`src/rtl/iomem_gpio.sv`:
```
// GPIO peripheral for the picosoc iomem bus: output data with SET/CLR/TGL,
// per-bit direction, synchronised inputs and edge interrupts with W1C pending.
module iomem_gpio #(
    parameter int         WIDTH       = 8,
    parameter logic [7:0] BASE_ADDR   = 8'h03,
    parameter int         SYNC_STAGES = 2
) (
    input  logic             clk,
    input  logic             resetn,
    input  logic             iomem_valid,
    output logic             iomem_ready,
    input  logic [3:0]       iomem_wstrb,
    input  logic [31:0]      iomem_addr,
    input  logic [31:0]      iomem_wdata,
    output logic [31:0]      iomem_rdata,
    input  logic [WIDTH-1:0] gpio_in,
    output logic [WIDTH-1:0] gpio_out,
    output logic [WIDTH-1:0] gpio_oe,
    output logic             irq
);

    typedef enum logic [3:0] {
        OFF_DATA_OUT = 4'h0,
        OFF_DIR      = 4'h1,
        OFF_DATA_IN  = 4'h2,
        OFF_SET      = 4'h3,
        OFF_CLR      = 4'h4,
        OFF_TGL      = 4'h5,
        OFF_RISE_EN  = 4'h6,
        OFF_FALL_EN  = 4'h7,
        OFF_PEND     = 4'h8
    } reg_off_e;

    logic                                 ready_q, ready_d;
    logic [31:0]                          rdata_q, rdata_d;
    logic [WIDTH-1:0]                     out_q, out_d;
    logic [WIDTH-1:0]                     dir_q, dir_d;
    logic [WIDTH-1:0]                     rise_en_q, rise_en_d;
    logic [WIDTH-1:0]                     fall_en_q, fall_en_d;
    logic [WIDTH-1:0]                     pend_q, pend_d;
    logic [WIDTH-1:0]                     prev_q, prev_d;
    logic                                 irq_q, irq_d;
    logic [SYNC_STAGES-1:0][WIDTH-1:0]    sync_q, sync_d;

    logic                                 sel;
    logic                                 wr;
    reg_off_e                             off;
    logic [31:0]                          bmask;
    logic [31:0]                          wmask;
    logic [WIDTH-1:0]                     bm;
    logic [WIDTH-1:0]                     wd;
    logic [WIDTH-1:0]                     in_s;
    logic [WIDTH-1:0]                     rise;
    logic [WIDTH-1:0]                     fall;
    logic [31:0]                          rd;
    logic                                 unused_bits;

    assign sel   = iomem_valid & ~ready_q & (iomem_addr[31:24] == BASE_ADDR);
    assign wr    = sel & (|iomem_wstrb);
    assign off   = reg_off_e'(iomem_addr[5:2]);
    assign bmask = {{8{iomem_wstrb[3]}}, {8{iomem_wstrb[2]}},
                    {8{iomem_wstrb[1]}}, {8{iomem_wstrb[0]}}};
    assign wmask = iomem_wdata & bmask;
    assign bm    = bmask[WIDTH-1:0];
    assign wd    = wmask[WIDTH-1:0];
    assign in_s  = sync_q[SYNC_STAGES-1];
    assign rise  = in_s & ~prev_q & rise_en_q;
    assign fall  = ~in_s & prev_q & fall_en_q;

    // Address bits outside the decoded window, and data bits above WIDTH.
    assign unused_bits = ^{iomem_addr[23:6], iomem_addr[1:0], wmask, bmask};

    // Read mux always reflects register state before any write in this access.
    always_comb begin
        // NOTE: every signal gets a default first so no path leaves it unassigned (no latches).
        rd = 32'h0;
        case (off)
            OFF_DATA_OUT: rd[WIDTH-1:0] = out_q;
            OFF_DIR:      rd[WIDTH-1:0] = dir_q;
            OFF_DATA_IN:  rd[WIDTH-1:0] = in_s;
            OFF_RISE_EN:  rd[WIDTH-1:0] = rise_en_q;
            OFF_FALL_EN:  rd[WIDTH-1:0] = fall_en_q;
            OFF_PEND:     rd[WIDTH-1:0] = pend_q;
            default:      rd = 32'h0;
        endcase
    end

    always_comb begin
        logic [WIDTH-1:0] w1c;
        ready_d   = sel;
        rdata_d   = sel ? rd : 32'h0;
        out_d     = out_q;
        dir_d     = dir_q;
        rise_en_d = rise_en_q;
        fall_en_d = fall_en_q;
        w1c       = '0;

        if (wr) begin
            case (off)
                OFF_DATA_OUT: out_d     = (out_q & ~bm) | (iomem_wdata[WIDTH-1:0] & bm);
                OFF_DIR:      dir_d     = (dir_q & ~bm) | (iomem_wdata[WIDTH-1:0] & bm);
                OFF_SET:      out_d     = out_q | wd;
                OFF_CLR:      out_d     = out_q & ~wd;
                OFF_TGL:      out_d     = out_q ^ wd;
                OFF_RISE_EN:  rise_en_d = (rise_en_q & ~bm) | (iomem_wdata[WIDTH-1:0] & bm);
                OFF_FALL_EN:  fall_en_d = (fall_en_q & ~bm) | (iomem_wdata[WIDTH-1:0] & bm);
                OFF_PEND:     w1c       = wd;
                default:      ;
            endcase
        end

        // A new event in the same cycle as its W1C keeps the bit set.
        pend_d = (pend_q & ~w1c) | rise | fall;
        irq_d  = |pend_q;
        prev_d = in_s;

        sync_d[0] = gpio_in;
        for (int i = 1; i < SYNC_STAGES; i++) begin
            sync_d[i] = sync_q[i-1];
        end
    end

    // NOTE: sequential state uses non-blocking assignments so all flops update together.
    always_ff @(posedge clk or negedge resetn) begin
        if (!resetn) begin
            ready_q   <= 1'b0;
            rdata_q   <= 32'h0;
            out_q     <= '0;
            dir_q     <= '0;
            rise_en_q <= '0;
            fall_en_q <= '0;
            pend_q    <= '0;
            prev_q    <= '0;
            irq_q     <= 1'b0;
            sync_q    <= '0;
        end else begin
            ready_q   <= ready_d;
            rdata_q   <= rdata_d;
            out_q     <= out_d;
            dir_q     <= dir_d;
            rise_en_q <= rise_en_d;
            fall_en_q <= fall_en_d;
            pend_q    <= pend_d;
            prev_q    <= prev_d;
            irq_q     <= irq_d;
            sync_q    <= sync_d;
        end
    end

    assign iomem_ready = ready_q;
    assign iomem_rdata = rdata_q;
    assign gpio_out    = out_q;
    assign gpio_oe     = dir_q;
    assign irq         = irq_q;

endmodule

```
`config.mk`:
```
export PLATFORM = sky130hd
export DESIGN_NAME = iomem_gpio
export DESIGN_NICKNAME = d
export VERILOG_FILES = /design/src/rtl/iomem_gpio.sv
export SDC_FILE = /design/constraint.sdc
export NUM_CORES = 1
export LEC_CHECK = 0
export BUFFER_PORTS_ARGS = -buffer_cell sky130_fd_sc_hd__buf_2
export CAP_MARGIN = 20
export CELL_PAD_IN_SITES_DETAIL_PLACEMENT = 0
export CELL_PAD_IN_SITES_GLOBAL_PLACEMENT = 1
export CORE_UTILIZATION = 37
export DETAILED_ROUTE_END_ITERATION = 10
export PLACE_DENSITY = 0.77
export SKIP_LAST_GASP = 1
export SLEW_MARGIN = 5
export SYNTH_ARGS = -nofsm -noshare
export SYNTH_HDL_FRONTEND = slang
export SYNTH_SLANG_ARGS = --single-unit
```
`constraint.sdc`:
```
create_clock -name clk -period 2.9 [get_ports clk]
set_input_delay 0.145 -clock clk [delete_from_list [all_inputs] [get_ports clk]]
set_output_delay 0.145 -clock clk [all_outputs]
set_load 0.02 [all_outputs]
```
==> metrics.log, run 1 <==
[metrics] largest fanout of any net on the critical path: 8
[metrics] clock tree skew after final layout: 6.78 ps
[metrics] final worst setup slack: 517 ps
[metrics] I/O Buffers: 60
[metrics] critical path data arrival time: 2620 ps
[metrics] area share of the largest cell type after synthesis: approximately 54%
[metrics] Avg Inst Size Synth: 11.3 µm²
[metrics] Slew @ Worst Pin: ~900 ps
[metrics] final worst path period share: 82.2%
[metrics] worst slew margin relative to its limit: 39.8%
[metrics] final-report setup violation count: 0
[metrics] sequence of cells on the critical path: nand4b_1 -> or4_1 -> or4_4 -> or3_1 -> o2bb2ai_1
[metrics] static power due to leakage: 1.98 nW
[metrics] Synth Instances: 304
[metrics] required time of the critical path: between 3000 and 4000 ps
[metrics] switching power as a share of total power: 23.4%
[metrics] power share of the sequential group: 49.0%
[metrics] area of the placeable core: between 8000 and 9000 µm²
[metrics] most common library cell in the layout ignoring fill and taps: sky130_fd_sc_hd__dfrtp_1
[metrics] clock-pin transition on the worst setup and hold timing paths: 80 ps
[metrics] netlist area before placement: 3440 µm²
[metrics] root buf cell: sky130_fd_sc_hd__clkbuf_8
[metrics] Pint: 1.66 mW
[metrics] clock network fraction of design power: 43.1%
[metrics] shortest clock period the worst path allows after layout: 2380 ps
[metrics] largest cells by area after synthesis: sky130_fd_sc_hd__dfrtp_1 (54%), sky130_fd_sc_hd__mux2_2 (7.9%), sky130_fd_sc_hd__buf_4 (5.2%)
[metrics] standard cell with the maximum stage delay on the critical path: sky130_fd_sc_hd__or3_1
[metrics] class of the tightest hold or removal check: in -> reg
[metrics] first-pass iteration count of the detailed router: 11
[metrics] Max rail drop VDD: ~0.23 mV
[metrics] post-synthesis to final-layout area growth: 20.6%
[metrics] number of diodes added for antenna fixing: 0
[metrics] layout filler cell count: roughly 840
[metrics] Yosys warnings: 0
[metrics] outcome: finished with violations
[metrics] overflow left after global routing: 0
[metrics] crit-path max cell delay: 560 ps
[metrics] total power: 2.17 mW
[metrics] fraction of layout cells with a size suffix above 1: about 30%
[metrics] total DRC errors in the routed layout: 1
[metrics] DP Wirelength: 5380 µm
[metrics] die footprint: 9690 µm²
[metrics] RSZ-0062 raised after global routing: no
[metrics] total number of nets in the final design: 471
[metrics] vias in the first global route: 2495
[metrics] clock buffer depth: 2
[metrics] Total Negative Setup Slacks: 0 ps
[metrics] clock network latency to the later pin of the worst-skew pair: 350 ps
[metrics] Comb pwr share: between 7 and 8%
[metrics] achievable frequency: 0.420 GHz
[metrics] failing checks: DRC
[metrics] htree depth: 3
[metrics] power density cells: 522 nW/µm²
[metrics] kind of start point of the critical path: flip-flop
[metrics] clock tree from TritonCTS: done
[metrics] placed cell count: approximately 470
[metrics] critical path capture point type: flip-flop
[metrics] global placement routability congestion: ~0.78
[metrics] share of the yosys chip area belonging to registers: between 50% and 60%
[metrics] TritonCTS buffer count: 9
[metrics] number of antenna violations at the first check in global routing: 0
[metrics] pin count of the biggest net entering global routing: 75
[metrics] overall track demand over capacity in global routing: 17.8%
[metrics] Post-CTS Setup Bufs: 0
[metrics] placement-stage worst setup slack: 212 ps
[metrics] total count of hold-check failures in the final report: 0
[metrics] leading area contributor after synthesis: sky130_fd_sc_hd__dfrtp_1
[metrics] number of standard-cell rows in the floorplan: 34
[metrics] antenna violation net count after detailed routing: 0
[metrics] average wire per cell in the routed design: ~16 µm
[metrics] Synth Register Bits: 74
[metrics] count of distinct cell types in the synthesized netlist: 35
[metrics] overall via count from detail_route: 2572
[metrics] wire length of the first global-routing pass: 12800 µm
[metrics] Final Cell Area: 4150 µm²
[metrics] number of violations of the max-capacitance limit: 0
[metrics] Critical Setup Path Class: reg -> reg
[metrics] non-filler cells, final: 497
[metrics] Slew Viols, Final: 0
[metrics] Iteration-0 DRC Markers: 159
[metrics] die outline height: just under 100 µm
[metrics] area after detailed placement: 3820 µm²
[metrics] Die Width: around 98 µm
[metrics] via/cell ratio: roughly 5.2
[metrics] commonest non-fill, non-tap cells in the layout: sky130_fd_sc_hd__dfrtp_1 (74), sky130_fd_sc_hd__buf_2 (59), sky130_fd_sc_hd__nand2_1 (33)
[metrics] number of top-level design ports: 129
[metrics] CTS sink count: 74
[metrics] wire length reported by the detailed router: 8020 µm
[metrics] effective utilization at floorplan: 38.9%
[metrics] net switching power of the design: roughly 0.5 mW
==> critical path, delay by kind of cell, from the launching register on <==
kind | cells | cell delay (ps)
AOI/OAI and AO/OA | 1 | 200
DFF | 1 | 380
and+or+nand+nor | 4 | 1690
==> cell type report <==
| class | count | area (µm²) | area share [%] |
|---|---|---|---|
| repair buffers | 84 | 505 | 12.2 |
| inverters | 2 | 7.51 | 0.181 |
| clock buffers | 12 | 165 | 3.98 |
| flip-flops and latches | 74 | 1850 | 44.6 |
| multi-input cells | 213 | 1410 | 34.1 |
| clock inverters | 4 | 72.6 | 1.75 |
| well taps | 108 | 135 | 3.25 |
==> layer usage <==
| metal | track usage, % | vias up | share of wire, % |
|---|---|---|---|
| li1 | - | 1219 | - |
| met1 | 23.0 | 1271 | 47 |
| met2 | 28.8 | 66 | 47 |
| met3 | 3.69 | 16 | 4.1 |
| met4 | 8.27 | 0 | 2.1 |
| met5 | 0 | - | 0 |
==> synthesized netlist by cell type (all sizes together) <==
| library cell | count |
|---|---|
| buf | 27 |
| mux2i | 10 |
| inv | 1 |
| a221oi | 5 |
| nand3 | 3 |
| nor4 | 4 |
| mux2 | 24 |
| xnor2 | 1 |
| nand4b | 1 |
| or4 | 3 |
| o21ai | 21 |
| nand2b | 1 |
| nand2 | 33 |
| or3 | 4 |
| nand4 | 1 |
| a211oi | 4 |
| a21oi | 4 |
| a31oi | 6 |
| clkbuf | 11 |
| clkinv | 1 |
| o22ai | 2 |
| nor2b | 3 |
| a22o | 7 |
| and2 | 1 |
| o211ai | 8 |
| nor2 | 17 |
| ha | 8 |
| nand3b | 8 |
| dfrtp | 74 |
| and3 | 2 |
| conb | 1 |
| o2bb2ai | 8 |
==> what timing repair did <==
| item | 4_1_cts | 5_1_grt |
|---|---|---|
| hold endpoints to repair | 82 | 0 |
| resized for setup | 0 | 0 |
| hold buffers | 9 | 0 |
==> worst paths after layout <==
| kind | startpoint | endpoint | slack, ps | cells after the start |
|---|---|---|---|---|
| setup / recovery | iomem_ready$_DFF_PN0_ | gpio_out[0]$_DFFE_PN0P_ | 520 | 5 |
| hold / removal | iomem_wdata[3] | flip-flop | 70 | 2 |
| setup reg to reg | iomem_ready$_DFF_PN0_ | gpio_out[0]$_DFFE_PN0P_ | 520 | 5 |
| hold reg to reg | sync_d[10]$_DFF_PN0_ | in_s[2]$_DFF_PN0_ | 350 | 0 |
| max in group asynchronous | resetn | prev_q[7]$_DFF_PN0_ | 1860 | 2 |
| min in group asynchronous | resetn | sync_d[12]$_DFF_PN0_ | 470 | 2 |
==> power by group through the flow <==
stage | registers, mW | logic (mW) | clock network [mW]
2_1_floorplan | 1.08 | 0.113 | 0
3_3_place_gp | 1.08 | 0.160 | 0
3_5_place_dp | 1.08 | 0.163 | 0
4_1_cts | 1.06 | 0.172 | 0.956
5_1_grt | 1.07 | 0.190 | 1.00
6_report | 1.06 | 0.171 | 0.936
==> cells by family after synthesis <==
family,synth area share (%)
simple gates,11.6
fa+ha+maj,2.91
compound gates,13.0
buf+inv,7.63
flops,53.8
other cells,0.109
mux,10.8
xor+xnor,0.254
==> metrics by stage <==
step           hold WS, ps  util [%]
2_1_floorplan         -151         -
3_3_place_gp           252      43.2
3_5_place_dp           254      43.2
4_1_cts               62.1      46.9
5_1_grt               66.2      46.9
6_report              67.2      46.9
Power figures use the tool's default switching activity.
==> inputs of run 2 (changes only) <==
--- a/config.mk
+++ b/config.mk
@@ -5,13 +5,14 @@
 export SDC_FILE = /design/constraint.sdc
 export NUM_CORES = 1
 export LEC_CHECK = 0
+export ABC_AREA = 1
 export BUFFER_PORTS_ARGS = -buffer_cell sky130_fd_sc_hd__buf_2
 export CAP_MARGIN = 20
 export CELL_PAD_IN_SITES_DETAIL_PLACEMENT = 0
 export CELL_PAD_IN_SITES_GLOBAL_PLACEMENT = 1
-export CORE_UTILIZATION = 37
+export CORE_UTILIZATION = 33
 export DETAILED_ROUTE_END_ITERATION = 10
-export PLACE_DENSITY = 0.77
+export PLACE_DENSITY = 0.75
 export SKIP_LAST_GASP = 1
 export SLEW_MARGIN = 5
 export SYNTH_ARGS = -nofsm -noshare
==> constraint.sdc (replaced) <==
create_clock -name clk -period 2 [get_ports clk]
set_input_delay 0.1 -clock clk [delete_from_list [all_inputs] [get_ports clk]]
set_output_delay 0.1 -clock clk [all_outputs]
set_load 0.02 [all_outputs]
==> run 2 against run 1 <==
Effect of this change:
- the flow still finishes with violations (DRC)
- hold slack gained 39 ps
- final cell count grew 48%
- clock-buffer cell count shrank 2
- die area grew 30%
- clock skew grew 2.0 ps
- sequential cell count is the same
- routed wire length grew 23%
- worst setup slack lost 110 ps
- register-to-register slack lost 110 ps
- cell area grew 14%
- largest power group unchanged
==> metrics.log, run 2 <==
[metrics] outcome: finished with violations
[metrics] failing checks: DRC
[metrics] post-synthesis to final-layout area growth: 18.3%
[metrics] top cell types by occurrence after synthesis: sky130_fd_sc_hd__nand2_1 (166), sky130_fd_sc_hd__dfrtp_1 (74), sky130_fd_sc_hd__inv_1 (61)
[metrics] most frequently used flop master after synthesis: sky130_fd_sc_hd__dfrtp_1
[metrics] class of the tightest hold or removal check: in -> reg
[metrics] Synth Instances: 513
[metrics] largest fanout of any net on the critical path: 16
[metrics] worst hold slack: 106 ps
[metrics] number of diodes added for antenna fixing: 0
[metrics] via/cell ratio: 4.48
[metrics] required time of the critical path: 2210 ps
[metrics] achievable frequency: approximately 0.63 GHz
[metrics] count of distinct cell types in the synthesized netlist: 24
[metrics] most frequent cell after synthesis: sky130_fd_sc_hd__nand2_1
[metrics] DP Wirelength: 7140 µm
[metrics] vias in the first global route: 3134
[metrics] netlist area before placement: approximately 4000 µm²
[metrics] shortest clock period the worst path allows after layout: approximately 1600 ps
[metrics] first-pass iteration count of the detailed router: 7
[metrics] Synth Register Bits: 74
[metrics] critical path capture point type: flip-flop
[metrics] grt met3 use: 5.13%
[metrics] global routing's busiest layer: met2
[metrics] Critical Setup Path Class: reg -> reg
[metrics] clock tree skew after final layout: 8.80 ps
[metrics] hold buffers post-CTS: 9
[metrics] Avg Inst Size Synth: slightly below 8 µm²
[metrics] share of the yosys chip area belonging to registers: between 40% and 50%
[metrics] kind of start point of the critical path: flip-flop
[metrics] fraction of registers with async set or reset after synthesis: between 90% and 100%
[metrics] Yosys warnings: 0
[metrics] global routing usage on met1: 22.0%
[metrics] critical path startpoint: iomem_ready$_DFF_PN0_
[metrics] TritonCTS buffer count: 9
[metrics] Slew Viols, Final: 0
[metrics] total power: 3.28 mW
[metrics] total DRC errors in the routed layout: 7
[metrics] Iteration-0 DRC Markers: 185
[metrics] Die Width: around 110 µm
[metrics] root buf cell: sky130_fd_sc_hd__clkbuf_16
[metrics] I/O Buffers: 60
[metrics] RSZ-0062 raised after global routing: no
[metrics] number of antenna violations at the first check in global routing: 0
[metrics] wire length of the first global-routing pass: roughly 16000 µm
[metrics] most common library cell in the layout ignoring fill and taps: sky130_fd_sc_hd__nand2_1
[metrics] die outline height: 112 µm
[metrics] number of standard-cell rows in the floorplan: 39
[metrics] clock tree from TritonCTS: done
[metrics] fraction of layout cells with a size suffix above 1: 20.9%
[metrics] overall track demand over capacity in global routing: between 10% and 20%
[metrics] overflow left after global routing: 0
[metrics] count of flip-flops with a built-in enable after synthesis: 0
[metrics] pin count of the biggest net entering global routing: 49
[metrics] effective utilization at floorplan: about a third
[metrics] area of the placeable core: between 10000 and 15000 µm²
[metrics] worst hold path startpoint: iomem_wdata[6]
[metrics] Post-CTS Setup Bufs: 0
[metrics] final worst path period share: 79.7%
[metrics] static power due to leakage: 2.51 nW
[metrics] average wire per cell in the routed design: 13.4 µm
[metrics] Max rail drop VDD: 0.390 mV
[metrics] largest cells by area after synthesis: sky130_fd_sc_hd__dfrtp_1 (46%), sky130_fd_sc_hd__nand2_1 (16%), sky130_fd_sc_hd__nand3_1 (6.5%)
[metrics] area share of the largest cell type after synthesis: 46.1%
[metrics] Worst R2R Start: iomem_ready$_DFF_PN0_
[metrics] power density cells: 689 nW/µm²
[metrics] die footprint: 12600 µm²
[metrics] htree depth: 3
[metrics] CTS sink count: 74
[metrics] Total Negative Setup Slacks: 0 ps
[metrics] total number of nets in the final design: 675
[metrics] M2 GR Usage: 27.5%
[metrics] number of top-level design ports: 129
[metrics] final-report setup violation count: 0
[metrics] overall via count from detail_route: 3298
[metrics] leading area contributor after synthesis: sky130_fd_sc_hd__dfrtp_1
[metrics] critical path data arrival time: 1810 ps
[metrics] clock network latency to the later pin of the worst-skew pair: ~340 ps
[metrics] number of violations of the max-capacitance limit: 0
[metrics] number of instances resized during post-cts repair: 0
[metrics] clock buffer depth: 2
[metrics] total count of hold-check failures in the final report: 0
[metrics] antenna violation net count after detailed routing: 0
[metrics] global placement routability congestion: 0.809
[metrics] commonest non-fill, non-tap cells in the layout: sky130_fd_sc_hd__nand2_1 (166), sky130_fd_sc_hd__dfrtp_1 (74), sky130_fd_sc_hd__inv_1 (61)
[metrics] clock-pin transition on the worst setup and hold timing paths: 60 ps
[metrics] wire length reported by the detailed router: approximately 10000 µm
[run 2: changes by cell type in the layout (fill, tap and decap cells not counted), moves of 10 or more]
cell,change
sky130_fd_sc_hd__mux2i_1,-10
sky130_fd_sc_hd__o21ai_2,+16
sky130_fd_sc_hd__nand2_1,+133
sky130_fd_sc_hd__nand3_1,+49
sky130_fd_sc_hd__clkbuf_8,-12
sky130_fd_sc_hd__inv_1,+60
sky130_fd_sc_hd__o21ai_0,-12
sky130_fd_sc_hd__mux2_2,-24
sky130_fd_sc_hd__nor2_1,+22
sky130_fd_sc_hd__buf_4,-11
[run 2: cells by family (layout without fill, tap and decap cells)]
| logic type | Yosys count | count (layout) | share of synthesized area (%) |
|---|---|---|---|
| flops | 74 | 74 | 46.1 |
| buf+inv | 102 | 159 | 12.6 |
| simple gates | 279 | 279 | 30.8 |
| other cells | 1 | 24 | 0.0934 |
| compound gates | 49 | 49 | 7.97 |
| fa+ha+maj | 8 | 8 | 2.49 |
[run 2: area by class of cell]
type	instances	area, µm²
clock buffers	10	229
clock inverters	6	43.8
fillers	1201	6910
inverters	69	260
multi-input cells	360	1750
flip-flops and latches	74	1850
well taps	143	179
repair buffers	74	443
[run 2: path summary, 6_finish.rpt]
check / endpoint / slack [ps] / cells after the start
min reg2reg: in_s[4]$_DFF_PN0_ / 350 / 0
max reg2reg: flip-flop / 410 / 6
max in group asynchronous: async pin / 1200 / 3
min: flip-flop / 110 / 3
max: flip-flop / 410 / 6
min in group asynchronous: gpio_out[4]$_DFFE_PN0P_ / 230 / 2
[run 2: stage by stage]
stage	worst slack, ps	cell area (µm²)	util (%)	std cells
6_report	405	4750	40.8	736
5_1_grt	267	4750	40.8	736
4_1_cts	368	4750	40.8	736
3_5_place_dp	377	4390	37.6	711
3_3_place_gp	426	4390	37.6	711
2_1_floorplan	517	4100	-	536
[run 2: worst max-delay path: stages (launching register included)]
cell and delay [ps]:
sky130_fd_sc_hd__dfrtp_1 380, sky130_fd_sc_hd__nor2_2 180, sky130_fd_sc_hd__nand3_1 140, sky130_fd_sc_hd__nor2_4 260, sky130_fd_sc_hd__nand3_4 300, sky130_fd_sc_hd__nand2_1 160, sky130_fd_sc_hd__o21ai_2 60
[run 2: power by group]
part           internal (mW)  leakage, nW  switching, mW  total, mW
sequential              1.53        0.931         0.0169       1.54
combinational         0.0802         1.45          0.200      0.280
clock                  0.840        0.132          0.615       1.45
total                   2.45         2.51          0.832       3.28
[run 2: metal layers]
| layer | wire (µm) | share of wire (%) |
|---|---|---|
| met5 | 0 | 0 |
| met2 | 4580 | 47 |
| met1 | 4610 | 47 |
| met4 | 95 | 0.97 |
| met3 | 549 | 5.6 |
==> inputs of run 3 (changes only) <==
--- a/config.mk
+++ b/config.mk
@@ -5,14 +5,14 @@
 export SDC_FILE = /design/constraint.sdc
 export NUM_CORES = 1
 export LEC_CHECK = 0
-export ABC_AREA = 1
+export ABC_AREA = 0
 export BUFFER_PORTS_ARGS = -buffer_cell sky130_fd_sc_hd__buf_2
 export CAP_MARGIN = 20
 export CELL_PAD_IN_SITES_DETAIL_PLACEMENT = 0
 export CELL_PAD_IN_SITES_GLOBAL_PLACEMENT = 1
-export CORE_UTILIZATION = 33
+export CORE_UTILIZATION = 37
 export DETAILED_ROUTE_END_ITERATION = 10
-export PLACE_DENSITY = 0.75
+export PLACE_DENSITY = 0.77
 export SKIP_LAST_GASP = 1
 export SLEW_MARGIN = 5
 export SYNTH_ARGS = -nofsm -noshare
==> constraint.sdc (replaced) <==
create_clock -name clk -period 1.7 [get_ports clk]
set_input_delay 0.085 -clock clk [delete_from_list [all_inputs] [get_ports clk]]
set_output_delay 0.085 -clock clk [all_outputs]
set_load 0.02 [all_outputs]
==> run 3 against run 2 <==
Effect of this change:
- the run ends with DRC, setup timing left
- clock skew increased by 2.2 ps
- sequential power up 18%
- critical path depth is 1 lower
==> metrics.log, run 3 (synthesized netlist as in run 1, its figures left out) <==
[metrics] overall track demand over capacity in global routing: around 19%
[metrics] fraction of layout cells with a size suffix above 1: 36.8%
[metrics] wire length of the first global-routing pass: 13500 µm
[metrics] final worst path period share: 124%
[metrics] commonest non-fill, non-tap cells in the layout: sky130_fd_sc_hd__dfrtp_1 (74), sky130_fd_sc_hd__buf_2 (60), sky130_fd_sc_hd__nand2_1 (33)
[metrics] antenna violation net count after detailed routing: 0
[metrics] TritonCTS buffer count: 9
[metrics] critical path startpoint: iomem_ready$_DFF_PN0_
[metrics] clock buffer depth: 2
[metrics] first-pass iteration count of the detailed router: 9
[metrics] overflow left after global routing: 0
[metrics] placed cell count: 482
[metrics] Die Width: 98.5 µm
[metrics] number of violations of the max-capacitance limit: 0
[metrics] average wire per cell in the routed design: 16.6 µm
[metrics] critical path data arrival time: between 2000 and 2500 ps
[metrics] htree depth: 3
[metrics] largest fanout of any net on the critical path: 8
[metrics] I/O Buffers: 60
[metrics] total DRC errors in the routed layout: 2
[metrics] power density cells: 794 nW/µm²
[metrics] total number of nets in the final design: 483
[metrics] outcome: finished with violations
[metrics] pin count of the biggest net entering global routing: 47
[metrics] Comb pwr share: 9.2%
[metrics] layout filler cell count: between 800 and 900
[metrics] net switching power of the design: 0.841 mW
[metrics] via/cell ratio: 5.20
[metrics] final worst setup slack: -404 ps
[metrics] Slew @ Worst Pin: ~670 ps
[metrics] die outline height: 98.5 µm
[metrics] Worst R2R Start: iomem_ready$_DFF_PN0_
[metrics] final core occ: between 40% and 50%
[metrics] clock tree from TritonCTS: done
[metrics] clock-pin transition on the worst setup and hold timing paths: 80 ps
[metrics] worst slew margin relative to its limit: 55.2%
[metrics] shortest clock period the worst path allows after layout: between 2000 and 2500 ps
[metrics] non-filler cells, final: just over 500
[metrics] static power due to leakage: 2.04 nW
[metrics] class of the tightest hold or removal check: in -> reg
[metrics] critical path capture point type: flip-flop
[metrics] effective utilization at floorplan: between 30 and 40%
[metrics] number of top-level design ports: 129
[metrics] number of diodes added for antenna fixing: 0
[metrics] failing checks: DRC, setup timing
[metrics] switching power as a share of total power: 24.4%
[metrics] required time of the critical path: 1940 ps
[metrics] Max rail drop VDD: 0.345 mV
[metrics] global placement routability congestion: 0.793
[metrics] CTS sink count: 74
[metrics] root buf cell: sky130_fd_sc_hd__clkbuf_8
[metrics] RSZ-0062 raised after global routing: yes
[metrics] Critical Setup Path Class: reg -> reg
[metrics] post-synthesis to final-layout area growth: 26.4%
[metrics] wire length reported by the detailed router: 8430 µm
[metrics] number of antenna violations at the first check in global routing: 0
[metrics] achievable frequency: 0.475 GHz
[metrics] clock network latency to the later pin of the worst-skew pair: 350 ps
[metrics] final-report setup violation count: 40
[metrics] power share of the sequential group: 52.5%
[metrics] worst hold path startpoint: iomem_wdata[3]
[metrics] area of the placeable core: 8850 µm²
[metrics] total count of hold-check failures in the final report: 0
[metrics] overall via count from detail_route: 2641
[metrics] worst hold slack: 17.6 ps
[metrics] DP Wirelength: 5660 µm
[metrics] area after detailed placement: 3930 µm²
[metrics] number of standard-cell rows in the floorplan: 34
[metrics] Final Cell Area: 4350 µm²
[metrics] die footprint: 9690 µm²
[metrics] Pint: ~2.6 mW
[metrics] clock network fraction of design power: 38.3%
[metrics] kind of start point of the critical path: flip-flop
[metrics] placement-stage worst setup slack: -872 ps
[metrics] vias in the first global route: approximately 2600
[metrics] Slew Viols, Final: 0
[metrics] most common library cell in the layout ignoring fill and taps: sky130_fd_sc_hd__dfrtp_1
[metrics] Iteration-0 DRC Markers: roughly 170
[metrics] clock tree skew after final layout: 11.0 ps
==> run 3: cell types whose count changed in the layout (fill, tap and decap cells not counted), moves of 8 or more <==
cell / delta
sky130_fd_sc_hd__mux2i_1: +10
sky130_fd_sc_hd__nand3_1: -51
sky130_fd_sc_hd__nor2_1: -25
sky130_fd_sc_hd__clkbuf_8: +10
sky130_fd_sc_hd__buf_4: +13
sky130_fd_sc_hd__inv_1: -61
sky130_fd_sc_hd__o21ai_2: -8
sky130_fd_sc_hd__nand2_1: -133
sky130_fd_sc_hd__nand3b_1: +8
sky130_fd_sc_hd__o21ai_1: -9
sky130_fd_sc_hd__clkbuf_16: -9
sky130_fd_sc_hd__mux2_2: +24
sky130_fd_sc_hd__o211ai_1: +8
==> run 3: worst paths after layout <==
kind | to | slack, ps | cells after the start
setup / recovery | gpio_out[2]$_DFFE_PN0P_ | -400 | 5
hold / removal | flip-flop | 20 | 2
setup reg to reg | gpio_out[2]$_DFFE_PN0P_ | -400 | 5
hold reg to reg | in_s[6]$_DFF_PN0_ | 350 | 0
max in group asynchronous | pend_q[6]$_DFF_PN0_ | 950 | 3
min in group asynchronous | sync_d[12]$_DFF_PN0_ | 190 | 2
==> run 3: layout make-up <==
cell class | count | area, µm² | share of cell area [%]
clock buffer | 12 | 145 | 3.34
clock inverter | 3 | 40.0 | 0.921
inverter | 2 | 12.5 | 0.288
multi-input combinational | 213 | 1530 | 35.1
sequential | 74 | 1850 | 42.6
tap | 108 | 135 | 3.11
timing repair buffer | 96 | 639 | 14.7
==> run 3: critical path, stage by stage (launching register included) <==
cell	delay, ps
sky130_fd_sc_hd__dfrtp_1	370
sky130_fd_sc_hd__nand4b_1	180
sky130_fd_sc_hd__or4_4	430
sky130_fd_sc_hd__or4_4	430
sky130_fd_sc_hd__or3_4	430
sky130_fd_sc_hd__o2bb2ai_2	160
==> run 3: through the flow <==
stage	power, mW	setup TNS, ps
after detailed placement	2.14	-30170
final	3.45	-14280
after floorplan	2.04	-19590
after global routing	3.59	-17310
after CTS	3.48	-13680
after global placement	2.14	-29420
==> run 3: repair_timing <==
item                                   CTS  global route
gates cloned                             0             0
setup buffers                            2             0
endpoints found under the hold margin   36             0
hold buffers                             9             0
pin swaps                                6             2
setup endpoints to repair               40            42
resized for setup                       27             5
==> run 3: per-layer routing <==
metal	GRT usage, %	share of wire [%]	vias to the layer above
met4	8.73	2.0	0
li1	-	-	1229
met1	24.5	46	1311
met3	3.19	4.7	15
met5	0	0	-
met2	29.9	47	86
==> run 3: power by group through the flow <==
stage	Sequential [mW]	Combinational, mW	Clock [mW]
finish	1.81	0.319	1.32
global route	1.82	0.350	1.42
CTS	1.81	0.319	1.35
detailed placement	1.85	0.295	0
global placement	1.85	0.290	0
floorplan	1.84	0.194	0
